<file path="config.mk">
export PLATFORM = sky130hd
export DESIGN_NAME = arm_mc_controller
export DESIGN_NICKNAME = d
export VERILOG_FILES = /design/src/rtl/arm_mc_pkg.sv /design/src/rtl/arm_mc_controller_cond_check.sv /design/src/rtl/arm_mc_controller.sv
export SDC_FILE = /design/constraint.sdc
export NUM_CORES = 1
export LEC_CHECK = 0
export BUFFER_PORTS_ARGS = -buffer_cell sky130_fd_sc_hd__buf_2
export CAP_MARGIN = 20
export CORE_AREA = 4 4 48 50
export CTS_CLUSTER_SIZE = 20
export DETAILED_ROUTE_END_ITERATION = 8
export DIE_AREA = 0 0 52 54
export PLACE_DENSITY_LB_ADDON = 0.15
export SETUP_SLACK_MARGIN = 0.3
export SYNTH_ARGS = -nofsm -noshare
export SYNTH_HDL_FRONTEND = slang
export SYNTH_SLANG_ARGS = --single-unit
</file>
<file path="constraint.sdc">
create_clock -name clk -period 2.05 [get_ports clk]
set_clock_uncertainty 0.2 [all_clocks]
set_input_delay 0.41 -clock clk [delete_from_list [all_inputs] [get_ports clk]]
set_output_delay 0.41 -clock clk [all_outputs]
set_load 0.05 [all_outputs]
</file>
<file path="src/rtl/arm_mc_pkg.sv">
// Shared types and encodings for the multicycle ARM controller.
package arm_mc_pkg;

  typedef enum logic [3:0] {
    S_FETCH,
    S_DECODE,
    S_MEMADR,
    S_MEMRD,
    S_MEMWB,
    S_MEMWR,
    S_EXECR,
    S_EXECI,
    S_ALUWB,
    S_BRANCH
  } state_t;

  // Result mux select
  localparam logic [1:0] RES_ALUOUT    = 2'b00;
  localparam logic [1:0] RES_READDATA  = 2'b01;
  localparam logic [1:0] RES_ALURESULT = 2'b10;

  // ALU B operand select
  localparam logic [1:0] SRCB_REG  = 2'b00;
  localparam logic [1:0] SRCB_IMM  = 2'b01;
  localparam logic [1:0] SRCB_FOUR = 2'b10;

  // ALU operations
  localparam logic [1:0] ALU_ADD = 2'b00;
  localparam logic [1:0] ALU_SUB = 2'b01;
  localparam logic [1:0] ALU_AND = 2'b10;
  localparam logic [1:0] ALU_ORR = 2'b11;

  // Instruction classes (Op field)
  localparam logic [1:0] OP_DP    = 2'b00;
  localparam logic [1:0] OP_MEM   = 2'b01;
  localparam logic [1:0] OP_BR    = 2'b10;
  localparam logic [1:0] OP_UNDEF = 2'b11;

  // Condition codes
  localparam logic [3:0] COND_EQ = 4'b0000;
  localparam logic [3:0] COND_NE = 4'b0001;
  localparam logic [3:0] COND_CS = 4'b0010;
  localparam logic [3:0] COND_CC = 4'b0011;
  localparam logic [3:0] COND_MI = 4'b0100;
  localparam logic [3:0] COND_PL = 4'b0101;
  localparam logic [3:0] COND_VS = 4'b0110;
  localparam logic [3:0] COND_VC = 4'b0111;
  localparam logic [3:0] COND_HI = 4'b1000;
  localparam logic [3:0] COND_LS = 4'b1001;
  localparam logic [3:0] COND_GE = 4'b1010;
  localparam logic [3:0] COND_LT = 4'b1011;
  localparam logic [3:0] COND_GT = 4'b1100;
  localparam logic [3:0] COND_LE = 4'b1101;
  localparam logic [3:0] COND_AL = 4'b1110;
  localparam logic [3:0] COND_NV = 4'b1111;

  // Data-processing command (Funct[4:1]) to ALU operation; unknown commands add.
  function automatic logic [1:0] alu_decode(input logic [3:0] cmd);
    case (cmd)
      4'b0100: alu_decode = ALU_ADD;
      4'b0010: alu_decode = ALU_SUB;
      4'b0000: alu_decode = ALU_AND;
      4'b1100: alu_decode = ALU_ORR;
      default: alu_decode = ALU_ADD;
    endcase
  endfunction

endpackage

</file>
<file path="src/rtl/arm_mc_controller_cond_check.sv">
// Combinational evaluation of the ARM condition field against stored NZCV.
module cond_check (
  input  logic [3:0] Cond,
  input  logic [3:0] Flags,
  output logic       CondEx
);
  import arm_mc_pkg::*;

  logic n_flag;
  logic z_flag;
  logic c_flag;
  logic v_flag;

  assign {n_flag, z_flag, c_flag, v_flag} = Flags;

  // Standard ARM condition table; NV never executes.
  always_comb begin
    CondEx = 1'b0;
    case (Cond)
      COND_EQ: CondEx = z_flag;
      COND_NE: CondEx = ~z_flag;
      COND_CS: CondEx = c_flag;
      COND_CC: CondEx = ~c_flag;
      COND_MI: CondEx = n_flag;
      COND_PL: CondEx = ~n_flag;
      COND_VS: CondEx = v_flag;
      COND_VC: CondEx = ~v_flag;
      COND_HI: CondEx = c_flag & ~z_flag;
      COND_LS: CondEx = ~c_flag | z_flag;
      COND_GE: CondEx = (n_flag == v_flag);
      COND_LT: CondEx = (n_flag != v_flag);
      COND_GT: CondEx = ~z_flag & (n_flag == v_flag);
      COND_LE: CondEx = z_flag | (n_flag != v_flag);
      COND_AL: CondEx = 1'b1;
      COND_NV: CondEx = 1'b0;
      default: CondEx = 1'b0;
    endcase
  end

endmodule

</file>
<file path="src/rtl/arm_mc_controller.sv">
// Multicycle ARM control FSM: sequences fetch/decode/execute/memory/write-back,
// holds the NZCV flags and the condition result latched at decode.
module arm_mc_controller (
  input  logic        clk,
  input  logic        reset,
  input  logic [19:0] Instr,
  input  logic [3:0]  ALUFlags,
  output logic        PCWrite,
  output logic        AdrSrc,
  output logic        MemWrite,
  output logic        IRWrite,
  output logic [1:0]  ResultSrc,
  output logic        ALUSrcA,
  output logic [1:0]  ALUSrcB,
  output logic [1:0]  ImmSrc,
  output logic [1:0]  RegSrc,
  output logic        RegWrite,
  output logic [1:0]  ALUControl
);
  import arm_mc_pkg::*;

  logic [3:0] cond;
  logic [1:0] op;
  logic [5:0] funct;
  logic [3:0] rd;
  logic       unused_rn;

  assign cond      = Instr[19:16];
  assign op        = Instr[15:14];
  assign funct     = Instr[13:8];
  assign rd        = Instr[3:0];
  assign unused_rn = ^Instr[7:4];

  state_t     state_reg, state_next;
  logic [3:0] flags_reg, flags_next;
  logic       cond_ex_reg, cond_ex_next;
  logic       cond_ex_now;
  logic [1:0] alu_op;
  logic       in_exec;
  logic       rd_is_pc;

  cond_check u_cond_check (
    .Cond   (cond),
    .Flags  (flags_reg),
    .CondEx (cond_ex_now)
  );

  assign alu_op   = alu_decode(funct[4:1]);
  assign in_exec  = (state_reg == S_EXECR) || (state_reg == S_EXECI);
  assign rd_is_pc = (rd == 4'd15);

  // Immediate format and register-read steering come straight from the instruction.
  assign ImmSrc = op;
  assign RegSrc = {(op == OP_MEM) && !funct[0], op == OP_BR};

  // State, flag and latched-condition registers.
  always_ff @(posedge clk) begin
    if (reset) begin
      state_reg   <= S_FETCH;
      flags_reg   <= 4'b0000;
      cond_ex_reg <= 1'b0;
    end else begin
      state_reg   <= state_next;
      flags_reg   <= flags_next;
      cond_ex_reg <= cond_ex_next;
    end
  end

  // Next-state sequencing.
  always_comb begin
    state_next = S_FETCH;
    case (state_reg)
      S_FETCH: state_next = S_DECODE;
      S_DECODE: begin
        case (op)
          OP_MEM:   state_next = S_MEMADR;
          OP_DP:    state_next = funct[5] ? S_EXECI : S_EXECR;
          OP_BR:    state_next = S_BRANCH;
          OP_UNDEF: state_next = S_FETCH;
          default:  state_next = S_FETCH;
        endcase
      end
      S_MEMADR: state_next = funct[0] ? S_MEMRD : S_MEMWR;
      S_MEMRD:  state_next = S_MEMWB;
      S_EXECR:  state_next = S_ALUWB;
      S_EXECI:  state_next = S_ALUWB;
      default:  state_next = S_FETCH;
    endcase
  end

  // Condition is captured once per instruction at decode; flags update only
  // on executed S-suffixed data-processing, with CV limited to add/sub.
  always_comb begin
    cond_ex_next = cond_ex_reg;
    flags_next   = flags_reg;
    if (state_reg == S_DECODE) begin
      cond_ex_next = cond_ex_now;
    end
    if (in_exec && cond_ex_reg && funct[0]) begin
      flags_next[3:2] = ALUFlags[3:2];
      if ((alu_op == ALU_ADD) || (alu_op == ALU_SUB)) begin
        flags_next[1:0] = ALUFlags[1:0];
      end
    end
  end

  // Per-state control outputs; reset presents FETCH steering with writes held off.
  always_comb begin
    PCWrite    = 1'b0;
    AdrSrc     = 1'b0;
    MemWrite   = 1'b0;
    IRWrite    = 1'b0;
    ResultSrc  = RES_ALUOUT;
    ALUSrcA    = 1'b0;
    ALUSrcB    = SRCB_REG;
    RegWrite   = 1'b0;
    ALUControl = ALU_ADD;
    case (state_reg)
      S_FETCH: begin
        IRWrite   = 1'b1;
        PCWrite   = 1'b1;
        ALUSrcA   = 1'b1;
        ALUSrcB   = SRCB_FOUR;
        ResultSrc = RES_ALURESULT;
      end
      S_DECODE: begin
        ALUSrcA   = 1'b1;
        ALUSrcB   = SRCB_FOUR;
        ResultSrc = RES_ALURESULT;
      end
      S_MEMADR: ALUSrcB = SRCB_IMM;
      S_MEMRD:  AdrSrc  = 1'b1;
      S_MEMWB: begin
        ResultSrc = RES_READDATA;
        RegWrite  = cond_ex_reg;
        PCWrite   = cond_ex_reg & rd_is_pc;
      end
      S_MEMWR: begin
        AdrSrc   = 1'b1;
        MemWrite = cond_ex_reg;
      end
      S_EXECR: begin
        ALUSrcB    = SRCB_REG;
        ALUControl = alu_op;
      end
      S_EXECI: begin
        ALUSrcB    = SRCB_IMM;
        ALUControl = alu_op;
      end
      S_ALUWB: begin
        ResultSrc = RES_ALUOUT;
        RegWrite  = cond_ex_reg;
        PCWrite   = cond_ex_reg & rd_is_pc;
      end
      S_BRANCH: begin
        ALUSrcB   = SRCB_IMM;
        ResultSrc = RES_ALURESULT;
        PCWrite   = cond_ex_reg;
      end
      default: ;
    endcase
    if (reset) begin
      PCWrite    = 1'b0;
      AdrSrc     = 1'b0;
      MemWrite   = 1'b0;
      IRWrite    = 1'b0;
      ResultSrc  = RES_ALURESULT;
      ALUSrcA    = 1'b1;
      ALUSrcB    = SRCB_FOUR;
      RegWrite   = 1'b0;
      ALUControl = ALU_ADD;
    end
  end

endmodule

</file>
Word-level counts from Yosys, hierarchy flattened --
Cells that the tools add are included.
Cells by class: equal/unequal tests 33, bitwise gates (word level) 9, reductions and logical operators 18, multiplexer cells 24
Operator list (number):
- $eq 4x4->1 const B | 12
- $eq 4x3->1 const B | 8
- $eq 4x2->1 const B | 5
- $pmux 4 s5 | 1
- $pmux 1 s16 | 1
- $pmux 4 s4 | 1
- $logic_not 4->1 | 3
- $mux 1 | 12
- $eq 4x1->1 const B | 2
- $mux 2 | 4
- $pmux 2 s2 | 2
- $reduce_or 2->1 | 4
- $pmux 2 s3 | 1
- $reduce_or 3->1 | 2
- $eq 2x1->1 const B | 2
- $eq 2x2->1 const B | 2
- $logic_not 2->1 | 2
- $not 1->1 | 4
- $and 1x1->1 | 3
- $logic_and 1x1->1 | 3
- $mux 3 | 1
- $pmux 1 s3 | 1
- $logic_or 1x1->1 | 2
- $or 1x1->1 | 2
- 4 further kinds | 4
Storage, ports and cells: bits of input ports 26, output and inout port bits 16, logic and storage cells 88, register bits 9

Depth between registers and ports, before layout --
word-level depth 5, depth in mapped cells 6, gate-level depth less buffers 5

Modules after synthesis --
A second synthesis with hierarchy kept.
Second synthesis, totals: cells, all modules 111, area total of the unflattened synthesis 837.1 um^2
Modules (own cells, without submodules):
- arm_mc_controller | cells each 88, sequential area each 180.2 um^2, times used 1, area an instance 681.9 um^2
- cond_check | cells each 23, sequential area each 0.0 um^2, times used 1, area an instance 155.1 um^2

Worst setup path before layout --
No wires, ideal clock.
path type in2out, start point input port reset, end point output port MemWrite, path slack -0.938 ns, data required time 1.440 ns, data arrival time 2.378 ns, stages 3, buffers on the path 1, cell sequence buf_2 -> nand2b_1 -> nor4b_1
Between the ends: cells in the longest elaborated chain, start to end 1
RTL lines:
- start: declaration | RTL line arm_mc_controller.sv:5 | input logic reset,
- $mux 1 | RTL line arm_mc_controller.sv:162 | if (reset) begin
- end: declaration | RTL line arm_mc_controller.sv:10 | output logic MemWrite,
Every way passes these cells.

Final worst setup path --
start point register state_reg[2], end point output port ALUSrcB[0]
Between the ends: cells in the longest elaborated chain, start to end 4, elaborated cells on any way between the ends 9, those cells by class 4 x eq/ne; 2 x mux; 3 x reduce/logical
RTL lines:
- start: declaration | RTL line arm_mc_controller.sv:34 | state_t state_reg, state_next;
- start signal: assignment | RTL line arm_mc_controller.sv:63 | state_reg <= state_next;
- $eq 4x3->1 (tied with other cells) | RTL line arm_mc_controller.sv:118 | case (state_reg)
- $reduce_or 3->1 (no line) / $reduce_or 2->1 (equally long branches)
- $pmux 2 s2 * | RTL line arm_mc_controller.sv:118
- $mux 2 * | RTL line arm_mc_controller.sv:162
- end: declaration | RTL line arm_mc_controller.sv:14 | output logic [1:0] ALUSrcB,
Mark *: on every way between the ends. The rest lies on a longest branch, timed or not.

==> flow_summary_export.csv <==
group,metric,value,unit
critical_path,cp.required,1440,ps
critical_path,flop2flop_setup_slack,350,ps
timing,setup_viol,0,
critical_path,r2r_cells,8,
timing,grt_setup_unrepaired,"true",
clock_tree,clk_path_buf_depth,2,
clock_tree,clockRootBuffer,"sky130_fd_sc_hd__clkbuf_4",
yosys,synth_area_leader_cell,"sky130_fd_sc_hd__dfxtp_1",
clock_tree,tritoncts_clock_tree,"done",
placed_design,buffer_ports.inserted,37,
worst_hold_path,min_path_cells,3,
yosys,synthDistinctLibCells,37,
power_and_ir_drop,power.static_leakage,0.596,nW
timing,final_period_minus_worst_setup_slack,2020,ps
critical_path,crit_path_cell_trace,"buf_4 > nor4b_2 > a21oi_2 > nor2_4 > buf_8",
detailed_routing,vias,957,
yosys,postSynthAreaPerCell,7.65,µm²
grt,overall_track_demand_over_capacity_in_global_routing,19.1,%
clock_tree,cts_buffers,3,
grt,vias_in_the_first_global_route,904,
timing,post_route_fraction_of_the_period_consumed_by_the_critical_path,98.6,%
timing,max_clock_freq,495,MHz
critical_path,delay_heaviest_family_cp,"flip-flops",
clock_tree,clkSinkCount,9,
final_layout,register_area,196,µm²
yosys,ys_top_cells_by_count,"13 x sky130_fd_sc_hd__nor2_1, 9 x sky130_fd_sc_hd__dfxtp_1, 8 x sky130_fd_sc_hd__a21oi_1, 7 x sky130_fd_sc_hd__xnor2_1",
yosys,synth_top_cells_by_area,"sky130_fd_sc_hd__dfxtp_1 23%, sky130_fd_sc_hd__xnor2_1 7.8%, sky130_fd_sc_hd__nor2_1 6.2%",
final_layout,layout.nets,181,
critical_path,crit_type,"flip-flop to primary output",
final_layout,syn_to_final_growth,83.0,%
yosys,post_synth_instance_area,788,µm²
critical_path,worstReg2RegStart,"state_reg[3]",
critical_path,cp_slowest_stage_delay,380,ps
clock_tree,h_tree_levels,1,
placed_design,dp_hpwl,1580,µm
placed_design,gp_routability_congestion,0.779,
critical_path,crit_slowest_cell,"sky130_fd_sc_hd__dfxtp_4",
placed_design,dp.cells,166,
detailed_routing,drt_first_pass_iters,4,
floorplan,coreArea,1900,µm²
clock_tree,postCtsHoldBufs,0,
final_layout,num-fill-cells,132,
yosys,synthesized_instance_count,103,
power_and_ir_drop,sw_frac_of_total,38.5,%
power_and_ir_drop,pwr_density_cell,451,nW/µm²
final_layout,antennaDiodeCount,0,
power_and_ir_drop,sequentialPowerShare,29.8,%
detailed_routing,detail-route-antenna-nets,0,
timing,final-max-slew-violation-count,0,
detailed_routing,detail_route.drc_violations,0,
floorplan,fp-row-count,16,
floorplan,num_io_pins,42,
final_layout,post_route_cells_drive_above_1_share,61.0,%
power_and_ir_drop,logic_pwr_share,47.1,%
yosys,synth-main-ff-cell,"sky130_fd_sc_hd__dfxtp_1",
outcome,status,"finished, final reports clean",
power_and_ir_drop,net-switching-power,0.250,mW
timing,worstMarginPinSlew,292,ps
yosys,synth-edff-count,0,
floorplan,dieHeight,54,µm
detailed_routing,routed_via_density,5.29,
floorplan,die_w,52,µm
floorplan,die_area,2810,µm²
detailed_routing,route.final.wire_length,2560,µm
critical_path,reg2reg_to,"flags_reg[2]",
power_and_ir_drop,clock_power_share,23.1,%
grt,grt_start_max_net_pins,10,
critical_path,critical_path.startpoint_type,"flip-flop",
yosys,postSynthRegisterBits,9,
critical_path,timing.critical_path.to_type,"primary output",
critical_path,arrival,1410,ps
clock_tree,worst_setup_hold_path_clk_slew,70,ps
yosys,yosys_top_cell_area_share,22.9,%
power_and_ir_drop,power.internal,0.400,mW
grt,number_of_antenna_violations_at_the_first_check_in_global_routing,0,
worst_hold_path,worstHoldPathType,"input port to flip-flop",
clock_tree,clock_latency_at_the_later_pin_of_the_worst_skew_pair,270,ps
grt,globalRoute.totalOverflow,0,
critical_path,worstPathMaxFanout,5,
final_layout,footprint_of_the_multi_input_gates,713,µm²
yosys,synth_async_sr_flop_share,0,%
detailed_routing,drt-initial-drc-count,15,
yosys,ys_seq_area_share,22.9,%
power_and_ir_drop,vdd_ir_drop_max,0.391,mV
timing,worst_slew_margin_rel,80.4,%
yosys,synth_most_common_cell,"sky130_fd_sc_hd__nor2_1",
detailed_routing,post_drt_wl_per_cell,14.1,µm
timing,hold_viol,0,
yosys,synth-warning-count,0,
yosys,postSynthNetCount,129,
final_layout,final_core_util,75.9,%
worst_hold_path,hold_path.startpoint,"ALUFlags[3]",
final_layout,layoutNonFillerInstCount,181,
critical_path,path_buf_inv,2,
timing,hold_slack,164,ps
floorplan,start_util,41.4,%
grt,grt_pass1_wl,3860,µm
job,max_cap_violations,0,
worst_hold_path,worst_hold_end,"flags_reg[3]",
## power groups by stage
stage	logic (mW)	registers, mW	clock network, mW
6_report	0.307	0.194	0.150
5_1_grt	0.325	0.195	0.164
4_1_cts	0.276	0.193	0.146
3_5_place_dp	0.227	0.199	0
3_3_place_gp	0.223	0.198	0
2_1_floorplan	0.178	0.190	0
## layout by cell type (no fill, tap or decap), drive strengths merged
master   n
and4     1
o221ai   2
a21oi    8
nand4    1
o31ai    1
a211oi   1
a22o     1
nor4b    3
nor2    13
mux2i    4
nor2b    5
nand2    5
a31oi    1
dfxtp    9
a21bo    1
or3      1
a221oi   1
o21bai   1
o21ai    7
nand2b   3
clkbuf   4
xnor2    7
nor3b    1
xor2     1
nor3     7
inv      2
nand3    1
a21boi   1
buf     58
or2      2
nor4     1
## tightest hold or removal path: cells and delay by family
| family | cells | cell delay, ps |
|---|---|---|
| buf+inv | 1 | 70 |
| mux | 1 | 50 |
| simple gates | 1 | 80 |
## routing by layer
metal,GRT usage [%],part of all wire (%),vias to the layer above,wire length [µm]
li1,-,-,461,-
met1,20.4,39,450,987
met2,34.5,52,37,1340
met3,3.88,5.2,9,132
met4,11.8,3.7,0,95
met5,0,0,-,0
## cell families (layout without fill, tap and decap cells)
kind of cell | Yosys count | in the layout | synth area share [%]
AOI/OAI and AO/OA | 25 | 25 | 20.6
xor gates and xnor gates | 8 | 8 | 8.89
buffers and inverters | 13 | 64 | 10.0
DFF | 9 | 9 | 22.9
muxes | 4 | 4 | 5.08
and+or+nand+nor | 44 | 44 | 32.5
## per-stage QoR
| stage | worst slack [ps] | power, mW | TNS (ps) | cell area (µm²) |
|---|---|---|---|---|
| 2_1_floorplan | -176 | 0.368 | -325 | 927 |
| 3_3_place_gp | -14.7 | 0.422 | -14.7 | 1140 |
| 3_5_place_dp | -22.2 | 0.425 | -23.1 | 1140 |
| 4_1_cts | 35.4 | 0.615 | 0 | 1360 |
| 5_1_grt | -17.1 | 0.683 | -61.0 | 1440 |
| 6_report | 28.9 | 0.651 | 0 | 1440 |
## worst max path at each step
| stage | startpoint | endpoint | slack, ps | depth (start not counted) |
|---|---|---|---|---|
| 5_1_grt | state_reg[3] | PCWrite | -20 | 4 |
| 3_3_place_gp | reset | ALUControl[0] | -10 | 5 |
| 2_1_floorplan | state_reg[2] | PCWrite | -180 | 4 |
| 3_5_place_dp | reset | ALUControl[0] | -20 | 5 |
| 6_report | state_reg[2] | ALUSrcB[0] | 30 | 5 |
| 4_1_cts | state_reg[3] | RegWrite | 40 | 3 |
## layout make-up
class                           count  share of cell area [%]
Tap cell                           27                    2.34
Sequential cell                     9                    13.6
Inverter                            2                   0.520
Timing Repair Buffer               58                    32.3
Clock buffer                        4                    1.82
Multi-Input combinational cell     81                    49.4
## timing repair
action | 4_1_cts | 5_1_grt
pin swaps | 7 | 3
gates resized for setup | 44 | 11
endpoints found under the setup margin | 12 | 13
setup buffers | 6 | 5
Power figures use the tool's default switching activity.
